--- config.mk ---
export PLATFORM = sky130hd
export DESIGN_NAME = ctrl_ramdrv_tapseq
export DESIGN_NICKNAME = d
export VERILOG_FILES = /design/src/rtl/ctrl_ramdrv_tapseq_pkg.sv /design/src/rtl/ctrl_ramdrv_delayline.sv /design/src/rtl/ctrl_ramdrv_tapseq.sv
export SDC_FILE = /design/constraint.sdc
export NUM_CORES = 1
export LEC_CHECK = 0
export ABC_CLOCK_PERIOD_IN_PS = 2400
export CAP_MARGIN = 40
export CELL_PAD_IN_SITES_DETAIL_PLACEMENT = 1
export CELL_PAD_IN_SITES_GLOBAL_PLACEMENT = 1
export CORE_AREA = 2 2 90 92
export CTS_CLUSTER_SIZE = 16
export DETAILED_ROUTE_END_ITERATION = 8
export DIE_AREA = 0 0 92 94
export MAX_ROUTING_LAYER = met4
export PLACE_DENSITY = 0.72
export SLEW_MARGIN = 10
export SYNTH_ARGS = -nofsm -noshare
export SYNTH_HDL_FRONTEND = slang
export SYNTH_SLANG_ARGS = --single-unit
--- constraint.sdc ---
create_clock -name clk -period 2.4 [get_ports clk]
set_input_delay 0.48 -clock clk [delete_from_list [all_inputs] [get_ports clk]]
set_output_delay 0.48 -clock clk [all_outputs]
set_load 0.03 [all_outputs]
--- src/rtl/ctrl_ramdrv_tapseq_pkg.sv ---
// ----------------------------------------------------------------------------
// ctrl_ramdrv_tapseq_pkg
// Shared definitions for the polyphase tap sequencer: FSM state encoding and
// the default geometry constants used as parameter defaults by the top.
// ----------------------------------------------------------------------------
package ctrl_ramdrv_tapseq_pkg;

    localparam int DEF_ADDR_WIDTH = 12;
    localparam int DEF_TAP_WIDTH  = 8;
    localparam int DEF_PIPE_LAT   = 2;

    typedef enum logic [2:0] {
        ST_IDLE  = 3'd0,
        ST_LOAD  = 3'd1,
        ST_RUN   = 3'd2,
        ST_FLUSH = 3'd3,
        ST_DONE  = 3'd4
    } tapseq_state_t;

endpackage

--- src/rtl/ctrl_ramdrv_delayline.sv ---
// ----------------------------------------------------------------------------
// ctrl_ramdrv_delayline
// Fixed-depth register delay line used to align MAC control strobes with the
// RAM/multiplier pipeline. DEPTH=0 degenerates to a wire.
// Ports:
//   clk    in   clock
//   clr_n  in   asynchronous active-low reset (clears every stage)
//   i_clr  in   synchronous clear of every stage
//   i_d    in   WIDTH-bit data in
//   o_q    out  i_d delayed DEPTH cycles
// ----------------------------------------------------------------------------
module ctrl_ramdrv_delayline #(
    parameter int DEPTH = 2,
    parameter int WIDTH = 1
) (
    input  logic             clk,
    input  logic             clr_n,
    input  logic             i_clr,
    input  logic [WIDTH-1:0] i_d,
    output logic [WIDTH-1:0] o_q
);

    generate
        if (DEPTH == 0) begin : g_bypass
            assign o_q = i_d;
        end else begin : g_pipe
            logic [WIDTH-1:0] r_pipe [DEPTH];

            // Shift register stages with async reset and sync flush
            always_ff @(posedge clk or negedge clr_n) begin
                if (!clr_n) begin
                    for (int i = 0; i < DEPTH; i++) r_pipe[i] <= {WIDTH{1'b0}};
                end else if (i_clr) begin
                    for (int i = 0; i < DEPTH; i++) r_pipe[i] <= {WIDTH{1'b0}};
                end else begin
                    r_pipe[0] <= i_d;
                    for (int i = 1; i < DEPTH; i++) r_pipe[i] <= r_pipe[i-1];
                end
            end

            assign o_q = r_pipe[DEPTH-1];
        end
    endgenerate

endmodule

--- src/rtl/ctrl_ramdrv_tapseq.sv ---
// ----------------------------------------------------------------------------
// ctrl_ramdrv_tapseq
// Sequencer for one polyphase FIR output: loads the coefficient counter,
// walks the sample RAM backwards from the newest sample for N taps, and
// drives MAC clear/enable aligned to the datapath latency PIPE_LAT.
// Optional feature macro: CTRL_TAPSEQ_ABORT_EN (adds input abort).
// Ports:
//   clk, clr_n           clock, async active-low reset
//   start                one-cycle request (honoured in IDLE only)
//   phase_ptr, data_ptr  coefficient base / newest sample address
//   tap_num              number of taps N
//   coef_load, coef_cnt  coefficient address counter load / count enable
//   data_addr            sample RAM read address
//   mac_clr, mac_en      accumulator clear / enable (delayed PIPE_LAT)
//   busy, done           not-idle flag / result valid pulse
//   abort (optional)     return to IDLE, flush pipeline, no done
// All outputs are registered.
// ----------------------------------------------------------------------------
module ctrl_ramdrv_tapseq
    import ctrl_ramdrv_tapseq_pkg::*;
#(
    parameter int ADDR_WIDTH = DEF_ADDR_WIDTH,
    parameter int TAP_WIDTH  = DEF_TAP_WIDTH,
    parameter int PIPE_LAT   = DEF_PIPE_LAT
) (
    input  logic                  clk,
    input  logic                  clr_n,
    input  logic                  start,
`ifdef CTRL_TAPSEQ_ABORT_EN
    input  logic                  abort,
`endif
    input  logic [ADDR_WIDTH-1:0] phase_ptr,
    input  logic [ADDR_WIDTH-1:0] data_ptr,
    input  logic [TAP_WIDTH-1:0]  tap_num,
    output logic                  coef_load,
    output logic                  coef_cnt,
    output logic [ADDR_WIDTH-1:0] data_addr,
    output logic                  mac_clr,
    output logic                  mac_en,
    output logic                  busy,
    output logic                  done
);

    localparam int FLUSH_W = (PIPE_LAT < 2) ? 1 : $clog2(PIPE_LAT);

    tapseq_state_t         r_state;
    tapseq_state_t         w_next_state;
    logic                  w_abort;
    logic                  w_last_tap;
    logic                  w_last_flush;

    logic [ADDR_WIDTH-1:0] r_phase_ptr;
    logic [ADDR_WIDTH-1:0] r_data_ptr;
    logic [TAP_WIDTH-1:0]  r_tap_num;
    logic [TAP_WIDTH-1:0]  r_tap_cnt;
    logic [FLUSH_W-1:0]    r_flush_cnt;

    logic                  r_coef_load;
    logic                  r_coef_cnt;
    logic                  r_first_tap;
    logic [ADDR_WIDTH-1:0] r_data_addr;
    logic                  r_busy;
    logic                  r_done;
    logic [1:0]            w_dly_out;

    // Tap counter stops at N-1, so N = 2^TAP_WIDTH-1 never wraps it
    assign w_last_tap   = (r_tap_cnt == (r_tap_num - TAP_WIDTH'(1)));
    assign w_last_flush = (r_flush_cnt == FLUSH_W'(PIPE_LAT - 1));

    // FSM state register
    always_ff @(posedge clk or negedge clr_n) begin
        if (!clr_n) begin
            r_state <= ST_IDLE;
        end else begin
            r_state <= w_next_state;
        end
    end

    // FSM next-state decode; abort overrides everything outside IDLE
    always_comb begin
        w_next_state = r_state;
        w_abort      = 1'b0;
`ifdef CTRL_TAPSEQ_ABORT_EN
        w_abort      = abort && (r_state != ST_IDLE);
`endif
        if (w_abort) begin
            w_next_state = ST_IDLE;
        end else begin
            case (r_state)
                ST_IDLE: begin
                    if (start) w_next_state = ST_LOAD;
                    else       w_next_state = ST_IDLE;
                end
                ST_LOAD: begin
                    if (r_tap_num != {TAP_WIDTH{1'b0}}) w_next_state = ST_RUN;
                    else                                w_next_state = ST_DONE;
                end
                ST_RUN: begin
                    if (!w_last_tap)        w_next_state = ST_RUN;
                    else if (PIPE_LAT == 0) w_next_state = ST_DONE;
                    else                    w_next_state = ST_FLUSH;
                end
                ST_FLUSH: begin
                    if (w_last_flush) w_next_state = ST_DONE;
                    else              w_next_state = ST_FLUSH;
                end
                ST_DONE:  w_next_state = ST_IDLE;
                default:  w_next_state = ST_IDLE;
            endcase
        end
    end

    // Request capture, counters and registered outputs derived from next state
    always_ff @(posedge clk or negedge clr_n) begin
        if (!clr_n) begin
            r_phase_ptr <= {ADDR_WIDTH{1'b0}};
            r_data_ptr  <= {ADDR_WIDTH{1'b0}};
            r_tap_num   <= {TAP_WIDTH{1'b0}};
            r_tap_cnt   <= {TAP_WIDTH{1'b0}};
            r_flush_cnt <= {FLUSH_W{1'b0}};
            r_coef_load <= 1'b0;
            r_coef_cnt  <= 1'b0;
            r_first_tap <= 1'b0;
            r_data_addr <= {ADDR_WIDTH{1'b0}};
            r_busy      <= 1'b0;
            r_done      <= 1'b0;
        end else begin
            if ((r_state == ST_IDLE) && start) begin
                r_phase_ptr <= phase_ptr;
                r_data_ptr  <= data_ptr;
                r_tap_num   <= tap_num;
            end

            if (r_state == ST_LOAD)
                r_tap_cnt <= {TAP_WIDTH{1'b0}};
            else if ((r_state == ST_RUN) && !w_last_tap)
                r_tap_cnt <= r_tap_cnt + TAP_WIDTH'(1);

            if ((r_state == ST_FLUSH) && (w_next_state == ST_FLUSH))
                r_flush_cnt <= r_flush_cnt + FLUSH_W'(1);
            else
                r_flush_cnt <= {FLUSH_W{1'b0}};

            // LOAD shows the incoming pointer, tap 0 the captured one, then step back
            if (w_next_state == ST_LOAD)
                r_data_addr <= data_ptr;
            else if ((w_next_state == ST_RUN) && (r_state == ST_LOAD))
                r_data_addr <= r_data_ptr;
            else if (w_next_state == ST_RUN)
                r_data_addr <= r_data_addr - ADDR_WIDTH'(1);
            else
                r_data_addr <= {ADDR_WIDTH{1'b0}};

            r_coef_load <= (w_next_state == ST_LOAD);
            r_coef_cnt  <= (w_next_state == ST_RUN);
            r_first_tap <= (w_next_state == ST_RUN) && (r_state == ST_LOAD);
            r_busy      <= (w_next_state != ST_IDLE);
            r_done      <= (w_next_state == ST_DONE);
        end
    end

    // RUN indicator and tap-0 indicator ride the datapath latency
    ctrl_ramdrv_delayline #(
        .DEPTH (PIPE_LAT),
        .WIDTH (2)
    ) u_delayline (
        .clk   (clk),
        .clr_n (clr_n),
        .i_clr (w_abort),
        .i_d   ({r_first_tap, r_coef_cnt}),
        .o_q   (w_dly_out)
    );

    assign coef_load = r_coef_load;
    assign coef_cnt  = r_coef_cnt;
    assign data_addr = r_data_addr;
    assign mac_clr   = w_dly_out[1];
    assign mac_en    = w_dly_out[0];
    assign busy      = r_busy;
    assign done      = r_done;

endmodule

Word level (Yosys, flattened, before mapping)
Cells that the tools add are included.

storage, ports and cells
  register bits = 53
  input port bits = 35
  output and inout bits = 18
  word-level logic and storage cells = 45

operators by class
  add/subtract/negate cells = 4
  equal/unequal tests = 8
  muxes and demuxes = 11
  reductions and logical operators = 9

operator list
  kind                                                 number
  2-to-1 mux 12 bit                                    3
  2-to-1 mux 8 bit                                     2
  equality test 3 x 2 -> 1 bit, second input constant  4
  one-hot mux 3 bit (4 select lines)                   1
  subtractor 12 x 1 -> 12 bit, second input constant   1
  adder 8 x 1 -> 8 bit, second input constant          1
  equality test 8 bit                                  1
  nonzero test 8 bit                                   1
  subtractor 8 x 1 -> 8 bit, second input constant     1
  equality test 3 x 1 -> 1 bit, second input constant  2
  2-to-1 mux 3 bit                                     2
  logical AND 1 bit                                    4
  equality test 3 bit, second input constant           1
  zero test 3 bit                                      1
  2-to-1 mux 1 bit                                     3
  nonzero test 3 bit                                   1
  nonzero test 2 bit                                   1
  adder 1 bit, second input constant                   1
  zero test 1 bit                                      1

Depth between registers and ports, before layout
Gate-level depths: netlist of the first run.

  word-level depth = 8
  mapped depth = 9
  mapped depth without buffers = 8

Hierarchy
From an unflattened synthesis of the first run, not the netlist that was laid out.

second synthesis, totals
  cells, all modules = 287
  area, all modules = 2740.1 um^2

modules (own cells, without submodules)
  module                 times used  cells each  area each (um^2)  seq. area each (um^2)
  ctrl_ramdrv_tapseq     1           277         2600.0            1226.2
  ctrl_ramdrv_delayline  1           10          140.1             100.1

Worst setup path after synthesis of the first run
No wires, ideal clock.

  path kind = reg2reg
  start point = register r_tap_num[0]
  end point = register r_tap_cnt[5]
  library setup time = 0.078 ns
  arrival time = 2.176 ns
  data required time = 2.322 ns
  path slack = 0.146 ns
  stages on the path, launching flop included = 10
  path buffers = 1
  period minus slack after synthesis = 2.254 ns
  cells stage by stage = dfrtp_1 inv_1 ha_1 and2b_2 o21a_1 o32ai_4 nor3_2 buf_6 or4_1 a21oi_1

between the ends
  word-level cells in the longest chain between the ends = 5

ends and longest elaborated chain
  item                                 line                       RTL
  start, declared                      ctrl_ramdrv_tapseq.sv:54   logic [TAP_WIDTH-1:0] r_tap_num;
  start signal, assigned               ctrl_ramdrv_tapseq.sv:118  r_tap_num <= {TAP_WIDTH{1'b0}};
  start signal, assigned               ctrl_ramdrv_tapseq.sv:131  r_tap_num <= tap_num;
  subtractor 8 x 1 -> 8 bit            ctrl_ramdrv_tapseq.sv:67   assign w_last_tap = (r_tap_cnt == (r_tap_num - TAP_WIDTH'(1)));
  equality test 8 bit                  ctrl_ramdrv_tapseq.sv:67
  zero test 1 bit                      ctrl_ramdrv_tapseq.sv:136  else if ((r_state == ST_RUN) && !w_last_tap)
  logical AND 1 bit                    ctrl_ramdrv_tapseq.sv:136
  nonzero test 2 bit (no source line)  --
  end signal, assigned                 ctrl_ramdrv_tapseq.sv:119  r_tap_cnt <= {TAP_WIDTH{1'b0}};
  end signal, assigned                 ctrl_ramdrv_tapseq.sv:135  r_tap_cnt <= {TAP_WIDTH{1'b0}};
  end signal, assigned                 ctrl_ramdrv_tapseq.sv:137  r_tap_cnt <= r_tap_cnt + TAP_WIDTH'(1);
  end, declared                        ctrl_ramdrv_tapseq.sv:55   logic [TAP_WIDTH-1:0] r_tap_cnt;

Every way passes these cells.
A chain may end at the register's enable or synchronous reset.

Final worst setup path of the first run
  start point = register r_tap_num[0]
  end point = register r_tap_cnt[1]

Same word-level chain as after synthesis.

==> results.cfg, run 1 <==
[timing]
slew_headroom_pct = 62.47
rsz0062_at_grt = true
worstMarginPinSlew_ns = 0.5629
maxSlewViolCount = 0
fin_skew_ns = 0.007423
post-route-min-period_ns = 2.320
setup_ws_ns = 0.07987
setup_viol = 0
post-route-period-util_pct = 96.67
finalHoldViolCount = 0
worst_hold_slack_ns = 0.1513
fmax_mhz = 431.0
finalSetupTns_ns = 0

[drt]
drt_iter0_markers = 70
ant_nets = 0
viasPerCell = 4.925
drc = 0
dr.pass1.iters = 4
via_count = 2167
wl_per_cell_um = 14.76
routed_wl_mm = 6.495

[floorplanning]
rows = 32
fp.dieW_um = 92
design.die.area_mm2 = 0.008648
die_h_um = 94
start_util_pct = 34.29
core_mm2 = 0.007607
io_pins = 53

[clock_tree]
cts.sinks = 53
cts_max_level = 2
cts_tree = built
cts_inserted_buffers = 5
path_clk_slew_ns = 0.10
cts_buffer_depth = 2
clk_latency_ns = 0.30
ctsHoldBuffers = 0
ctsRootBufferMaster = clkbuf_8

[power_and_ir_drop]
power_switching_share_pct = 42.50
p_leak_nw = 1.556
power_frac_seq_pct = 34.5
total_power_mw = 4.422
pwr-share-clk_pct = 12.6
combinationalPowerShare_pct = 53.0
power_switching_mw = 1.879
p_per_area_mw_per_mm2 = 1303
ir_drop_uv = 487.4
p_int_mw = 2.542

[final_layout]
final_cell_area_mm2 = 0.003393
fin_cells = 440
drive_above_1_share_pct = 13.61
post-route-util_pct = 44.61
nets = 376
fill_cells = 888
syn_to_final_growth_pct = 30.07
diodes = 0

[grt]
overflow = 0
grt_first_pass_wirelength_mm = 11.28
grt_use_total_pct = 16.77
grt_max_degree = 26
grt_pass1_vias = 2365
grt_antenna_before_repair = 0

[job]
cap_violations = 0

[logic_synthesis]
yosys-top-cells-count = 69 x nand2_1, 53 x dfrtp_1, 19 x nor2_1, 19 x o21ai_0, 16 x a21oi_1
synthFlopType = dfrtp_1
synthTopCellsByArea = dfrtp_1 51%, nand2_1 9.9%, o21ai_0 3.6%
syn_nets = 321
syn_inst = 282
async_flop_share_pct = 100.0
yosysMostFrequentCell = nand2_1
ys_types = 41
ys_seq_area_share_pct = 50.84
synth_area_mm2 = 0.002609
synth_edf_count = 0
avgSynthCellArea_um2 = 9.251
yosysWarnings = 0
synth_top_area_share_pct = 50.84
synth-seq-cells = 53
yosys.area.top_type = dfrtp_1

[placement]
dp_slack_ns = -0.01311
dp.final_hpwl_mm = 4.736
placed_area_mm2 = 0.003212
gp_congestion = 0.8129
post-place-cells = 427
portBuffers = 40

[setup_path]
cp-start-kind = flop
cp-end-kind = flop
cp.required_ns = 2.65
crit_arrival_ns = 2.57
critPathKind = reg2reg
worst-path-max-fanout = 7

[status]
outcome = completed

[hold_path]
hold_path_class = in2async
[layout by cell type, fill, tap and decap left out, types with 3 or more instances in the layout]
cell / synthesis / layout
ha_1: 4 / 3
nor4_1: 6 / 6
nand2_1: 69 / 69
clkbuf_8: 0 / 7
o211ai_1: 3 / 3
nand3b_1: 3 / 3
dfrtp_1: 53 / 53
xnor2_1: 8 / 8
a21oi_1: 16 / 14
xor2_1: 10 / 10
nor3b_1: 3 / 3
mux2i_1: 5 / 5
o21ai_0: 19 / 18
inv_1: 8 / 6
buf_4: 0 / 17
nor3_1: 9 / 9
o31ai_1: 4 / 3
nand3_1: 3 / 3
clkdlybuf4s50_1: 0 / 39
nor2_1: 19 / 19
[power groups by stage]
stage | clock network (mW) | logic [mW] | registers (mW)
4_1_cts | 0.589 | 2.28 | 1.53
3_3_place_gp | 0 | 2.18 | 1.53
2_1_floorplan | 0 | 1.26 | 1.70
3_5_place_dp | 0 | 2.24 | 1.54
5_1_grt | 0.615 | 2.61 | 1.58
6_report | 0.555 | 2.34 | 1.52
[metal layers]
metal	vias up	routed length [µm]	track usage, %
li1	1067	-	-
met1	1062	2930	20.56
met2	30	3318	29.23
met3	8	154	2.247
met4	0	91	4.726
met5	-	0	-
[final cells by class]
cell class / instances / area, µm² / share of cell area, %
clock buffers: 7 / 96.34 / 2.839
repair buffers: 59 / 563.0 / 16.59
clock inverters: 1 / 5.005 / 0.1475
inverters: 8 / 30.03 / 0.8850
flip-flops and latches: 53 / 1326 / 39.09
well taps: 102 / 127.6 / 3.761
multi-input cells: 210 / 1245 / 36.69
[worst max-delay path, cell delays in order, from the launching register on]
cell and delay [ns]:
dfrtp_1 0.43, inv_2 0.10, ha_4 0.15, and2b_2 0.22, o21a_1 0.19, o32ai_4 0.37
nor3_4 0.12, buf_4 0.16, or3_2 0.44, nand3_1 0.09
[logic make-up after synthesis]
group | after synthesis | share of synthesized area (%)
flip-flops | 53 | 50.84
multiplexers | 5 | 1.919
buffers and inverters | 19 | 3.069
adder cells (fa/ha/maj) | 4 | 1.919
AO/OA/AOI/OAI | 50 | 12.04
AND/OR/NAND/NOR | 133 | 24.17
XOR/XNOR | 18 | 6.043
[sequential cells by signal, summed over array words and instances, names as in the netlist]
register,flops
coef_cnt,1
r_data_ptr,12
u_delayline.o_q,2
coef_load,1
r_flush_cnt,1
r_state,3
done,1
data_addr,12
busy,1
r_tap_cnt,8
r_first_tap,1
r_tap_num,8
u_delayline.g_pipe.r_pipe,2
[path summary, 6_finish.rpt]
kind / startpoint / endpoint / slack [ns] / cells past startpoint
max: r_tap_num[0] / r_tap_cnt[1] / 0.08 / 9
min: clr_n / u_delayline.o_q[1] / 0.15 / 1
max reg2reg: r_tap_num[0] / r_tap_cnt[1] / 0.08 / 9
min reg2reg: u_delayline.g_pipe.r_pipe[2] / u_delayline.o_q[0] / 0.36 / 0
max in group asynchronous: clr_n / r_tap_num[6] / 1.61 / 2
min in group clk: u_delayline.g_pipe.r_pipe[2] / u_delayline.o_q[0] / 0.36 / 0
[what timing repair did]
item,4_1_cts,5_1_grt
setup endpoints to repair,2,17
resized for setup,1,11
pin swaps,1,5
buffers inserted,0,5
Power figures use the tool's default switching activity.
==> inputs of run 2 (changes only) <==
==> constraint.sdc (replaced) <==
create_clock -name clk -period 2.4 [get_ports clk]
set_input_delay 0.48 -clock clk [delete_from_list [all_inputs] [get_ports clk]]
set_output_delay 0.48 -clock clk [all_outputs]
set_load 0.1 [all_outputs]
==> results.cfg, run 2 (synthesis results as in run 1) <==
[placement]
dp.final_hpwl_mm = 4.697
gp_congestion = 0.8067
portBuffers = 40
placed_area_mm2 = 0.003152

[setup_path]
crit_arrival_ns = 2.54
cp-start-kind = flop
critPathKind = reg2reg
cp-end-kind = flop
r2r_start = r_tap_num[3]
r2r-end = r_tap_cnt[7]
worst-path-max-fanout = 8
reg2reg_setup_slack_ns = 0.09
ff2ff_path_depth = 6
cp.required_ns = 2.63

[final_layout]
multi_input_area_mm2 = 0.001230
syn_to_final_growth_pct = 26.33
most-common-layout-cells = 69 x nand2_1, 53 x dfrtp_1, 32 x buf_4, 21 x clkdlybuf4s50_1, 19 x nor2_1
diodes = 0
final_cell_area_mm2 = 0.003296
nets = 373
fill_cells = 895
seq_area_mm2 = 0.001326
drive_above_1_share_pct = 16.17
final_common_cell = nand2_1

[timing]
finalHoldViolCount = 0
setup_viol = 0
fin_skew_ns = 0.007006
post-route-min-period_ns = 2.309
slew_headroom_pct = 62.45
worstMarginPinSlew_ns = 0.5632
maxSlewViolCount = 0
post-route-period-util_pct = 96.22
fmax_mhz = 433.0

[drt]
drc = 0
viasPerCell = 4.977
ant_nets = 0
routed_wl_mm = 6.413
via_count = 2170
drt_iter0_markers = 84
dr.pass1.iters = 4
wl_per_cell_um = 14.71

[floorplanning]
core_mm2 = 0.007607
io_pins = 53
rows = 32
fp.dieW_um = 92
design.die.area_mm2 = 0.008648
die_h_um = 94
start_util_pct = 34.29

[clock_tree]
clk_latency_ns = 0.30
cts_buffer_depth = 2
cts_tree = built
cts_max_level = 2
cts.sinks = 53
cts_inserted_buffers = 5
ctsRootBufferMaster = clkbuf_8
path_clk_slew_ns = 0.09

[grt]
grt_max_degree = 25
overflow = 0
grt_use_total_pct = 16.34
grt_pass1_vias = 2265
grt_first_pass_wirelength_mm = 10.96
grt_antenna_before_repair = 0

[power_and_ir_drop]
ir_drop_uv = 828.6
total_power_mw = 4.906
p_leak_nw = 1.555
p_per_area_mw_per_mm2 = 1489

[status]
outcome = completed

[hold_path]
hold_path_class = in2async

[job]
cap_violations = 0
-- run 2: cell types whose count changed in the layout (fill, tap and decap cells not counted), sizes merged --
cell / delta
clkdlybuf4s50: -18
buf: +15
clkinv: -1
-- run 2: area by class of cell --
| class | instances | area share (%) |
|---|---|---|
| Clock buffer | 7 | 2.620 |
| Inverter | 8 | 0.9112 |
| Multi-Input combinational cell | 210 | 37.32 |
| Sequential cell | 53 | 40.24 |
| Tap cell | 102 | 3.872 |
| Timing Repair Buffer | 56 | 15.03 |
-- run 2: worst max-delay path by stage --
stage                            start      endpoint  slack [ns]
final                     r_tap_num[3]  r_tap_cnt[7]        0.09
after global routing      r_tap_num[3]  data_addr[3]       -0.03
after CTS                 r_tap_num[0]  r_tap_cnt[7]       0.007
after detailed placement  r_tap_num[0]  r_tap_cnt[7]       -0.05
after global placement    r_tap_num[0]  r_tap_cnt[5]        0.06
after floorplan           r_tap_num[0]  r_tap_cnt[5]        0.15
-- run 2: per-stage QoR --
step | setup TNS (ns) | utilization, % | setup WS (ns) | cells | hold slack, ns
6_report | 0 | 43.32 | 0.09070 | 436 | 0.1592
5_1_grt | -0.2255 | 43.32 | -0.03052 | 436 | 0.1965
4_1_cts | 0 | 42.65 | 0.006553 | 432 | 0.1735
3_5_place_dp | -0.09003 | 41.43 | -0.04506 | 425 | 0.3362
3_3_place_gp | 0 | 41.43 | 0.06176 | 425 | 0.3314
2_1_floorplan | 0 | - | 0.1460 | 282 | 0.1844
-- run 2: per-layer routing --
metal / up-vias / track usage (%) / part of all wire [%]
met1: 1070 / 21.25 / 47
met2: 36 / 26.96 / 49
met3: 7 / 3.050 / 2.8
li1: 1057 / - / -
met4: 0 / 3.358 / 0.98
met5: - / - / 0
-- run 2: worst max-delay path: stages, from the launching register on --
cell	delay, ns
dfrtp_1	0.47
nor4_1	0.51
a21oi_1	0.22
o32ai_4	0.25
nor3_4	0.11
or4_1	0.52
a21oi_1	0.15
-- run 2: where the power goes --
group,switching (mW),internal [mW]
Combinational,1.87,0.985
Clock,0.285,0.230
Sequential,0.301,1.24
Total,2.45,2.45
-- run 2: timing repair --
item                                   CTS  global route
setup endpoints to repair                3            20
resized for setup                        1             9
buffers inserted                         0             4
endpoints found under the hold margin    0             0
hold buffers                             0             0
pin swaps                                1             2
